**config.mk**
```make
export PLATFORM = sky130hd
export DESIGN_NAME = color_file_pn_flat
export DESIGN_NICKNAME = d
export VERILOG_FILES = /design/src/rtl/color_file_pn_if.sv /design/src/rtl/color_file_pn.sv /design/src/flat_wrapper.sv
export SDC_FILE = /design/constraint.sdc
export NUM_CORES = 2
export LEC_CHECK = 0
export BUFFER_PORTS_ARGS = -buffer_cell sky130_fd_sc_hd__clkbuf_2
export CORE_MARGIN = 5
export CORE_UTILIZATION = 35
export CTS_CLUSTER_DIAMETER = 30
export DETAILED_ROUTE_END_ITERATION = 12
export HOLD_SLACK_MARGIN = 0.03
export PLACE_DENSITY = 0.52
export SLEW_MARGIN = 40
export SYNTH_ARGS = -nofsm -noshare
export SYNTH_HDL_FRONTEND = slang
export SYNTH_SLANG_ARGS = --single-unit
export TNS_END_PERCENT = 5
```
**constraint.sdc**
```tcl
create_clock -name I_CLK -period 2.7 [get_ports I_CLK]
set_input_delay 0.135 -clock I_CLK [delete_from_list [all_inputs] [get_ports I_CLK]]
set_output_delay 0.135 -clock I_CLK [all_outputs]
set_load 0.01 [all_outputs]
```
**src/rtl/color_file_pn_if.sv**
```systemverilog
// CPU-side memory bus into the colour file: address, write data and an
// active-low write strobe in; combinational read data and address hit out.
interface color_file_pn_if;
  logic [15:0] I_MEMBUS_ADDR;
  logic [7:0]  I_DATA;
  logic        I_MEMBUS_WE_L;
  logic [7:0]  O_DATA;
  logic        O_IS_CF_ADDR;

  modport master (
    output I_MEMBUS_ADDR, I_DATA, I_MEMBUS_WE_L,
    input  O_DATA, O_IS_CF_ADDR
  );

  modport slave (
    input  I_MEMBUS_ADDR, I_DATA, I_MEMBUS_WE_L,
    output O_DATA, O_IS_CF_ADDR
  );
endinterface

```
**src/rtl/color_file_pn.sv**
```systemverilog
// Multi-channel palette colour file (GBC palette RAM successor).
// Each channel has a spec/data register pair on the CPU bus and a registered
// colour lookup port for the PPU. After reset an init sequencer fills every
// entry of every channel with INIT_COLOR, then raises O_READY.
// Optional build macro: CF_MODE3_LOCK_EN -- blocks data register reads and
// stores while the PPU is in pixel transfer (auto-increment still advances).
module color_file_pn #(
  parameter int          N_CH       = 2,
  parameter int          N_PAL      = 8,
  parameter int          N_COL      = 4,
  parameter logic [15:0] BASE_ADDR  = 16'hFF68,
  parameter logic [15:0] INIT_COLOR = 16'h7FFF,
  localparam int         PAL_W      = $clog2(N_PAL),
  localparam int         COL_W      = $clog2(N_COL),
  localparam int         IDX_W      = PAL_W + COL_W + 1
) (
  input  logic                    I_CLK,
  input  logic                    I_RESET,
  color_file_pn_if.slave          bus,
  input  logic                    I_PPU_MODE3,
  input  logic [N_CH*PAL_W-1:0]   I_PAL_SEL,
  input  logic [N_CH*COL_W-1:0]   I_PAL_INDEX,
  output logic [N_CH*16-1:0]      O_PAL_COLOR,
  output logic                    O_READY
);
  localparam int ENT_W = PAL_W + COL_W;
  localparam int NBYTE = 1 << IDX_W;
  localparam logic [ENT_W-1:0] ENT_LAST = ENT_W'(N_PAL * N_COL - 1);
  localparam logic [ENT_W-1:0] ENT_ONE  = ENT_W'(1);
  localparam logic [IDX_W-1:0] IDX_ONE  = IDX_W'(1);

  typedef enum logic {S_INIT, S_RUN} state_t;

  state_t           state_q;
  logic [ENT_W-1:0] cnt_q;
  logic             ready_q;
  logic             in_init;

  logic [15:0]           off;
  logic                  is_cf;
  logic                  we;
  logic                  lock;
  logic [N_CH-1:0]       spec_hit, data_hit;
  logic [N_CH-1:0][7:0]  spec_rd, data_rd;
  logic [7:0]            rd_data;

  assign in_init = (state_q == S_INIT);
  assign O_READY = ready_q;

  // Register window decode: 2*N_CH consecutive addresses from BASE_ADDR.
  assign off   = bus.I_MEMBUS_ADDR - BASE_ADDR;
  assign is_cf = (off < 16'(2 * N_CH));
  assign we    = ~bus.I_MEMBUS_WE_L;

`ifdef CF_MODE3_LOCK_EN
  assign lock = I_PPU_MODE3;
`else
  // Mode 3 has no effect in this build; the port is kept for pin compatibility.
  logic unused_mode3;
  assign lock         = 1'b0;
  assign unused_mode3 = I_PPU_MODE3;
`endif

  // Init sequencer: one entry per cycle across all channels, then park in RUN.
  always_ff @(posedge I_CLK) begin
    if (I_RESET) begin
      state_q <= S_INIT;
      cnt_q   <= '0;
      ready_q <= 1'b0;
    end else begin
      case (state_q)
        S_INIT: begin
          cnt_q <= cnt_q + ENT_ONE;
          if (cnt_q == ENT_LAST) begin
            state_q <= S_RUN;
            ready_q <= 1'b1;
          end
        end
        default: state_q <= S_RUN;
      endcase
    end
  end

  for (genvar c = 0; c < N_CH; c++) begin : g_ch
    localparam logic [15:0] SPEC_OFF = 16'(2 * c);
    localparam logic [15:0] DATA_OFF = 16'(2 * c + 1);

    logic [NBYTE-1:0][7:0] mem_q, mem_d;
    logic                  auto_q, auto_d;
    logic [IDX_W-1:0]      idx_q, idx_d;
    logic [15:0]           col_q, col_d;
    logic [ENT_W-1:0]      ent;

    assign spec_hit[c] = is_cf && (off == SPEC_OFF);
    assign data_hit[c] = is_cf && (off == DATA_OFF);
    assign ent         = {I_PAL_SEL[c*PAL_W +: PAL_W], I_PAL_INDEX[c*COL_W +: COL_W]};

    // Bit6 always reads 1; bits between the index and bit6 read 0.
    assign spec_rd[c] = 8'h40 | {auto_q, 7'b0} | 8'(idx_q);
    assign data_rd[c] = lock ? 8'hFF : mem_q[idx_q];

    assign O_PAL_COLOR[c*16 +: 16] = col_q;

    // Next-state for the channel array, index/auto-inc register and PPU port.
    // The PPU reads mem_q, so a same-cycle CPU store is seen one lookup later.
    always_comb begin
      mem_d  = mem_q;
      auto_d = auto_q;
      idx_d  = idx_q;
      col_d  = '0;
      if (in_init) begin
        mem_d[{cnt_q, 1'b0}] = INIT_COLOR[7:0];
        mem_d[{cnt_q, 1'b1}] = INIT_COLOR[15:8];
      end
      if (we && spec_hit[c]) begin
        auto_d = bus.I_DATA[7];
        idx_d  = bus.I_DATA[IDX_W-1:0];
      end
      if (we && data_hit[c]) begin
        if (!in_init && !lock) mem_d[idx_q] = bus.I_DATA;
        if (auto_q) idx_d = idx_q + IDX_ONE;
      end
      if (!in_init) col_d = {mem_q[{ent, 1'b1}], mem_q[{ent, 1'b0}]};
    end

    // Control state with reset.
    always_ff @(posedge I_CLK) begin
      if (I_RESET) begin
        auto_q <= 1'b0;
        idx_q  <= '0;
        col_q  <= '0;
      end else begin
        auto_q <= auto_d;
        idx_q  <= idx_d;
        col_q  <= col_d;
      end
    end

    // Colour storage; contents are established by the init sequencer.
    always_ff @(posedge I_CLK) begin
      mem_q <= mem_d;
    end
  end

  // CPU read mux; unmapped addresses float high.
  always_comb begin
    rd_data = 8'hFF;
    for (int c = 0; c < N_CH; c++) begin
      if (spec_hit[c]) rd_data = spec_rd[c];
      if (data_hit[c]) rd_data = data_rd[c];
    end
  end

  assign bus.O_DATA       = rd_data;
  assign bus.O_IS_CF_ADDR = is_cf;
endmodule

```
**src/flat_wrapper.sv**
```systemverilog
// flat-port wrapper written by rule: the top's interface ports become plain ports
module color_file_pn_flat 
#(
  parameter int          N_CH       = 2,
  parameter int          N_PAL      = 8,
  parameter int          N_COL      = 4,
  parameter logic [15:0] BASE_ADDR  = 16'hFF68,
  parameter logic [15:0] INIT_COLOR = 16'h7FFF,
  localparam int         PAL_W      = $clog2(N_PAL),
  localparam int         COL_W      = $clog2(N_COL),
  localparam int         IDX_W      = PAL_W + COL_W + 1
)
  (I_CLK, I_RESET, I_PPU_MODE3, I_PAL_SEL, I_PAL_INDEX, O_PAL_COLOR, O_READY, bus_I_MEMBUS_ADDR, bus_I_DATA, bus_I_MEMBUS_WE_L, bus_O_DATA, bus_O_IS_CF_ADDR);
  color_file_pn_if bus_i ();
  input  logic I_CLK;
  input  logic I_RESET;
  input  logic I_PPU_MODE3;
  input  logic [N_CH*PAL_W-1:0] I_PAL_SEL;
  input  logic [N_CH*COL_W-1:0] I_PAL_INDEX;
  output logic [N_CH*16-1:0] O_PAL_COLOR;
  output logic O_READY;
  input wire logic [$bits(bus_i.I_MEMBUS_ADDR)-1:0] bus_I_MEMBUS_ADDR;
  input wire logic [$bits(bus_i.I_DATA)-1:0] bus_I_DATA;
  input wire logic [$bits(bus_i.I_MEMBUS_WE_L)-1:0] bus_I_MEMBUS_WE_L;
  output wire logic [$bits(bus_i.O_DATA)-1:0] bus_O_DATA;
  output wire logic [$bits(bus_i.O_IS_CF_ADDR)-1:0] bus_O_IS_CF_ADDR;
  assign bus_i.I_MEMBUS_ADDR = bus_I_MEMBUS_ADDR;
  assign bus_i.I_DATA = bus_I_DATA;
  assign bus_i.I_MEMBUS_WE_L = bus_I_MEMBUS_WE_L;
  assign bus_O_DATA = bus_i.O_DATA;
  assign bus_O_IS_CF_ADDR = bus_i.O_IS_CF_ADDR;
  color_file_pn #(.N_CH(N_CH), .N_PAL(N_PAL), .N_COL(N_COL), .BASE_ADDR(BASE_ADDR), .INIT_COLOR(INIT_COLOR)) u_core (.I_CLK(I_CLK), .I_RESET(I_RESET), .bus(bus_i), .I_PPU_MODE3(I_PPU_MODE3), .I_PAL_SEL(I_PAL_SEL), .I_PAL_INDEX(I_PAL_INDEX), .O_PAL_COLOR(O_PAL_COLOR), .O_READY(O_READY));
endmodule
```
## Word-level counts from Yosys, hierarchy flattened

Index checks and enable logic that the tools add are counted.

| storage, ports and cells | value |
|---|---|
| bits in registers | 1,077 |
| output and inout port bits | 42 |
| word-level logic and storage cells | 224 |

| cells by class | value |
|---|---|
| $add $sub $neg | 4 |
| order comparisons | 13 |
| equal/unequal tests | 4 |
| muxes and demuxes | 40 |
| bitwise gates (word level) | 11 |
| reduce and logical (&&, ||, !) cells | 15 |

Operators with widths:

| kind | count |
|---|---|
| $mux 512 | 6 |
| $bwmux 512 | 2 |
| $or 512x504->512 | 2 |
| $or 448x448->448 | 2 |
| $bmux 8 s5 | 4 |
| $and 64x64->64 | 2 |
| $mux 8 | 14 |
| $bmux 8 s6 | 2 |
| $demux 8 s6 | 2 |
| $demux 8 s5 | 2 |
| $not 64->64 | 1 |
| $lt 6x7->1 const B | 8 |
| $mux 6 | 6 |
| $eq 16x2->1 const B | 2 |
| $ge 6x1->1 const B | 4 |
| $eq 16x1->1 const B | 1 |
| $logic_not 16->1 | 1 |
| $lt 16x3->1 const B | 1 |
| $or 8x6->8 | 2 |
| $sub 16x16->16 const B | 1 |
| $add 6x1->6 const B | 2 |
| $logic_and 1x1->1 | 12 |
| $add 5x1->5 const B | 1 |
| $eq 5x5->1 const B | 1 |
| other kinds (4) | 6 |

## Depth between registers and ports, before layout

| logic depth | value |
|---|---|
| depth in word-level cells | 10 |
| mapped depth | 12 |

## Least setup slack after synthesis

No wires, ideal clock.

| path | value |
|---|---|
| kind | reg2out |
| start | reg u_core.g_ch[0].idx_q[2] |
| end | out bus_O_DATA[7] |
| arrival | 2.360 ns |
| required time | 2.565 ns |
| slack | 0.205 ns |
| cell stages (with the launch flop) | 10 |
| buffers on the path | 4 |
| cell sequence | dfxtp_1 > buf_2 > buf_2 > buf_1 > clkbuf_1 > mux4_2 > mux2i_1 > o22ai_1 > o41ai_1 > o31ai_1 |

| on the way | value |
|---|---|
| longest elaborated chain between the ends | 5 |

RTL lines:

| item | line | source |
|---|---|---|
| from (decl) | color_file_pn.sv:90 | `logic [IDX_W-1:0] idx_q, idx_d;` |
| from (signal assigned) | color_file_pn.sv:134 | `idx_q <= idx_d;` |
| $bmux 8 s6 | color_file_pn.sv:100 | `assign data_rd[c] = lock ? 8'hFF : mem_q[idx_q];` |
| $mux 8 (implied by the code) | color_file_pn.sv:100 |  |
| $mux 8 | color_file_pn.sv:150 | `if (data_hit[c]) rd_data = data_rd[c];` |
| $mux 8 | color_file_pn.sv:149 | `if (spec_hit[c]) rd_data = spec_rd[c];` |
| $mux 8 | color_file_pn.sv:150 |  |
| to (decl) | flat_wrapper.sv:25 | `output wire logic [$bits(bus_i.O_DATA)-1:0] bus_O_DATA;` |

No other way between the ends. The select of a mux whose other input is x is not followed.

## Worst setup path after layout

| path | value |
|---|---|
| start | reg u_core.g_ch[1].idx_q[0] |
| end | out bus_O_DATA[3] |

| on the way | value |
|---|---|
| longest elaborated chain between the ends | 3 |

RTL lines:

| item | line |
|---|---|
| from (decl) | color_file_pn.sv:90 |
| from (signal assigned) | color_file_pn.sv:134 |
| $bmux 8 s6 | color_file_pn.sv:100 |
| $mux 8 (implied by the code) | color_file_pn.sv:100 |
| $mux 8 | color_file_pn.sv:150 |

No other way between the ends. The select of a mux whose other input is x is not followed.

==> reports/qor.yml <==
status: "complete, but fails checks"
violations: "negative setup slack"
routedWlPerCell_um: 27.2
synth_nets: 6333
fp.coreArea_um2: 156000
final_max_slew_viol_count: 0
min_period_ns: 3.84
cts_tree: "done"
fmax_ghz: 0.260
synth.yosys.seq_area_share_pct: 39.3
cpMaxStageDelayCell: "dfxtp_4"
worst-path-max-fanout: 8
synth_edf_count: 0
ir_worst_vdd_v: 0.000787
start_util_pct: 35.1
synth_seq_cells: 1077
vias: 53100
root_buffer: "clkbuf_16"
worst_setup_path_end_kind: "primary output"
grt_remaining_overflow: 0
via_per_inst: 5.85
path_class: "reg2out"
io_pins: 80
worst_pin_slew_ns: 0.852
synth_top_flop_cell: "dfxtp_1"
hp-class: "in2reg"
antenna_found_initial: 6
die-height_um: 406
grt_pass1_vias: 49600
crit_arrival_ns: 3.71
wirelength_um: 247000
setup_viol: 8
clk_path_buf_depth: 4
die_w_um: 406
grt_usage_pct: 29.1
io_buffers: 78
grt_pass1_wl_um: 354000
grt_max_degree: 129
drv_cap: 0
async_flop_share_pct: 0
clkSlewWorstSetupHoldPaths_ns: 0.04
period_share_pct: 142
insertion_delay_ns: 0.90
area_delta_synth_final_pct: 33.7
crit_path_start_kind: "register"
cts_buffers: 289
final_area_um2: 73300
dpl.hpwl_um: 171000
synthesis.area_um2: 54800
drtAntennaViolNets: 0
dieArea_um2: 165000
synthMuxAreaShare_pct: 21.1
dr.pass1.iters: 6
rsz0062_at_grt: "yes"
clock_sinks: 1077
path_cells: "buf_8, buf_12, buf_6, mux4_2, a32oi_2, buf_4, nand3_4, nor4_4, buf_4, a311oi_1, buf_4, buf_2"
cpMostUsedCell: "buf_4"
worst-path-buf-inv: 7
critPathRequiredTime_ns: 2.57
synth_cell_type_count: 78
cp_top_family: "buffers and inverters"
synth_area_leaders: "dfxtp_1 39%, mux4_2 17%, nor2_1 10%"
finClkSkew_ns: 0.0500
synth-simple-area-share_pct: 18.1
powerDensity_nw_per_um2: 715
synth_top_area_share_pct: 39.3
final_nets: 6861
drive_gt1_share_pct: 27.8
netlist_instances: 6287
htreeDepth: 5
p_leak_nw: 27.4
final-hold-violation-count: 0
fin_hold_ws_ns: 0.0661
relSlewSlack_pct: 43.2
rows: 145
yosys_warnings: 0
synth_xor_area_share_pct: 0.0639
gp_congestion: 0.992
synth_top_family_by_area: "multiplexers"
drt_iter0_markers: 7077
yosysTopAreaCell: "dfxtp_1"
syn_avg_cell_area_um2: 8.72
setup_ws_ns: -1.14
max_stage_delay_ns: 0.46
dp_slack_ns: -1.02
drc: 0
placed_area_um2: 62100
synth-compound-area-share_pct: 16.5
synthAdderAreaFrac_pct: 0.183
[worst paths after layout]
| path | from | to | slack (ns) | cells after the start |
|---|---|---|---|---|
| worst max-delay path | u_core.g_ch[1].idx_q[0]$_SDFF_PP0_ | bus_O_DATA[3] | -1.14 | 12 |
| worst max register to register | u_core.g_ch[0].idx_q[1]$_SDFF_PP0_ | u_core.g_ch[0].mem_q[473]$_DFF_P_ | 0.14 | 10 |
| worst min register to register | u_core.g_ch[0].mem_q[495]$_DFF_P_ | u_core.g_ch[0].mem_q[495]$_DFF_P_ | 0.47 | 2 |
| worst min-delay path | bus_I_MEMBUS_ADDR[0] | u_core.g_ch[1].auto_q$_SDFFE_PP0P_ | 0.07 | 6 |
[area by class of cell]
class	count	area, um2
clock buffers	367	8040
multi-input cells	4592	31400
clock inverters	124	1520
fillers	14500	82700
flip-flops and latches	1077	21600
diodes	5	12.5
repair buffers	839	8180
well taps	2058	2570
inverters	16	63.8
[logic make-up after synthesis]
| group | Yosys count |
|---|---|
| buffers and inverters | 618 |
| xor gates and xnor gates | 4 |
| AOI/OAI and AO/OA | 1606 |
| DFF | 1077 |
| and+or+nand+nor | 2338 |
| muxes | 636 |
| adders and majority gates | 8 |
[routing by layer]
metal,global-route usage [%],vias up,wire length [um]
li1,-,23600,-
met1,39.4,25700,99800
met2,43.4,3294,108000
met3,7.82,593,27700
met4,13.2,8,11500
met5,0,-,54
[timing repair]
item,in CTS,in global routing
setup endpoints to repair,8,11
hold buffers,20,0
cloned,2,0
setup buffers,46,18
pin swaps,22,29
hold endpoints to repair,612,0
gates resized for setup,116,91
[synth_stat cells, drive strengths merged, types with 63 or more instances]
library cell and n:
nor2 1541, a221oi 63, mux2i 139, mux2 92
clkbuf 331, nand2 456, buf 271, a21oi 705
nand3 109, o21ai 582, mux4 405, a22oi 79
nor3 86, dfxtp 1077
[per-stage QoR]
stage | total power [mW] | std cells | TNS (ns) | util, %
final | 52.4 | 9078 | -8.62 | 47.0
after global routing | 53.6 | 9075 | -8.92 | 47.0
after CTS | 52.6 | 9059 | -8.76 | 46.7
after detailed placement | 18.7 | 8505 | -104.25 | 39.8
after global placement | 18.7 | 8505 | -91.65 | 39.8
after floorplan | 17.8 | 6287 | 0 | -
[layout by cell type (no fill, tap or decap), drive strengths merged, types with 6 or more instances in the layout]
cell type / Yosys / final
a221oi: 63 / 63
mux2: 92 / 92
dlygate4sd3: 0 / 19
clkinv: 3 / 60
a21oi: 705 / 705
buf: 271 / 753
o21ai: 582 / 582
and4: 6 / 6
nand2b: 12 / 12
nand3: 109 / 109
a221o: 13 / 13
nand3b: 10 / 10
o221ai: 13 / 13
clkinvlp: 0 / 25
a31oi: 14 / 14
a22o: 26 / 26
and2: 37 / 37
a211oi: 6 / 6
nor2b: 18 / 18
nor3: 86 / 86
inv: 13 / 26
mux2i: 139 / 139
and3: 19 / 19
a222oi: 9 / 9
mux4: 405 / 405
a32oi: 9 / 9
nor4: 6 / 6
ha: 8 / 8
o211ai: 14 / 14
nor2: 1541 / 1541
clkbuf: 331 / 431
a22oi: 79 / 79
nand4: 13 / 13
bufinv: 0 / 29
nand2: 456 / 456
dfxtp: 1077 / 1077
o22ai: 30 / 30
[worst reg2reg max path: cells and delay by family, from the launching register on]
| kind | cells | cell delay [ns] |
|---|---|---|
| AOI/OAI and AO/OA | 1 | 0.14 |
| and+or+nand+nor | 3 | 0.53 |
| DFF | 1 | 0.50 |
| buffers and inverters | 6 | 1.23 |
[power by group]
group,switching [mW],total (mW),internal [mW]
Sequential,0.195,16.4,16.2
Clock,10.4,33.9,23.5
Combinational,1.29,2.12,0.829
[registers in the layout, summed over array words and instances, names as in the netlist]
signal,cells
u_core.g_ch.auto_q,2
u_core.cnt_q,5
u_core.O_READY,1
u_core.g_ch.col_q,32
u_core.state_q,1
u_core.g_ch.idx_q,12
u_core.g_ch.mem_q,1024
Note: power is estimated with default switching activity, not from simulation.
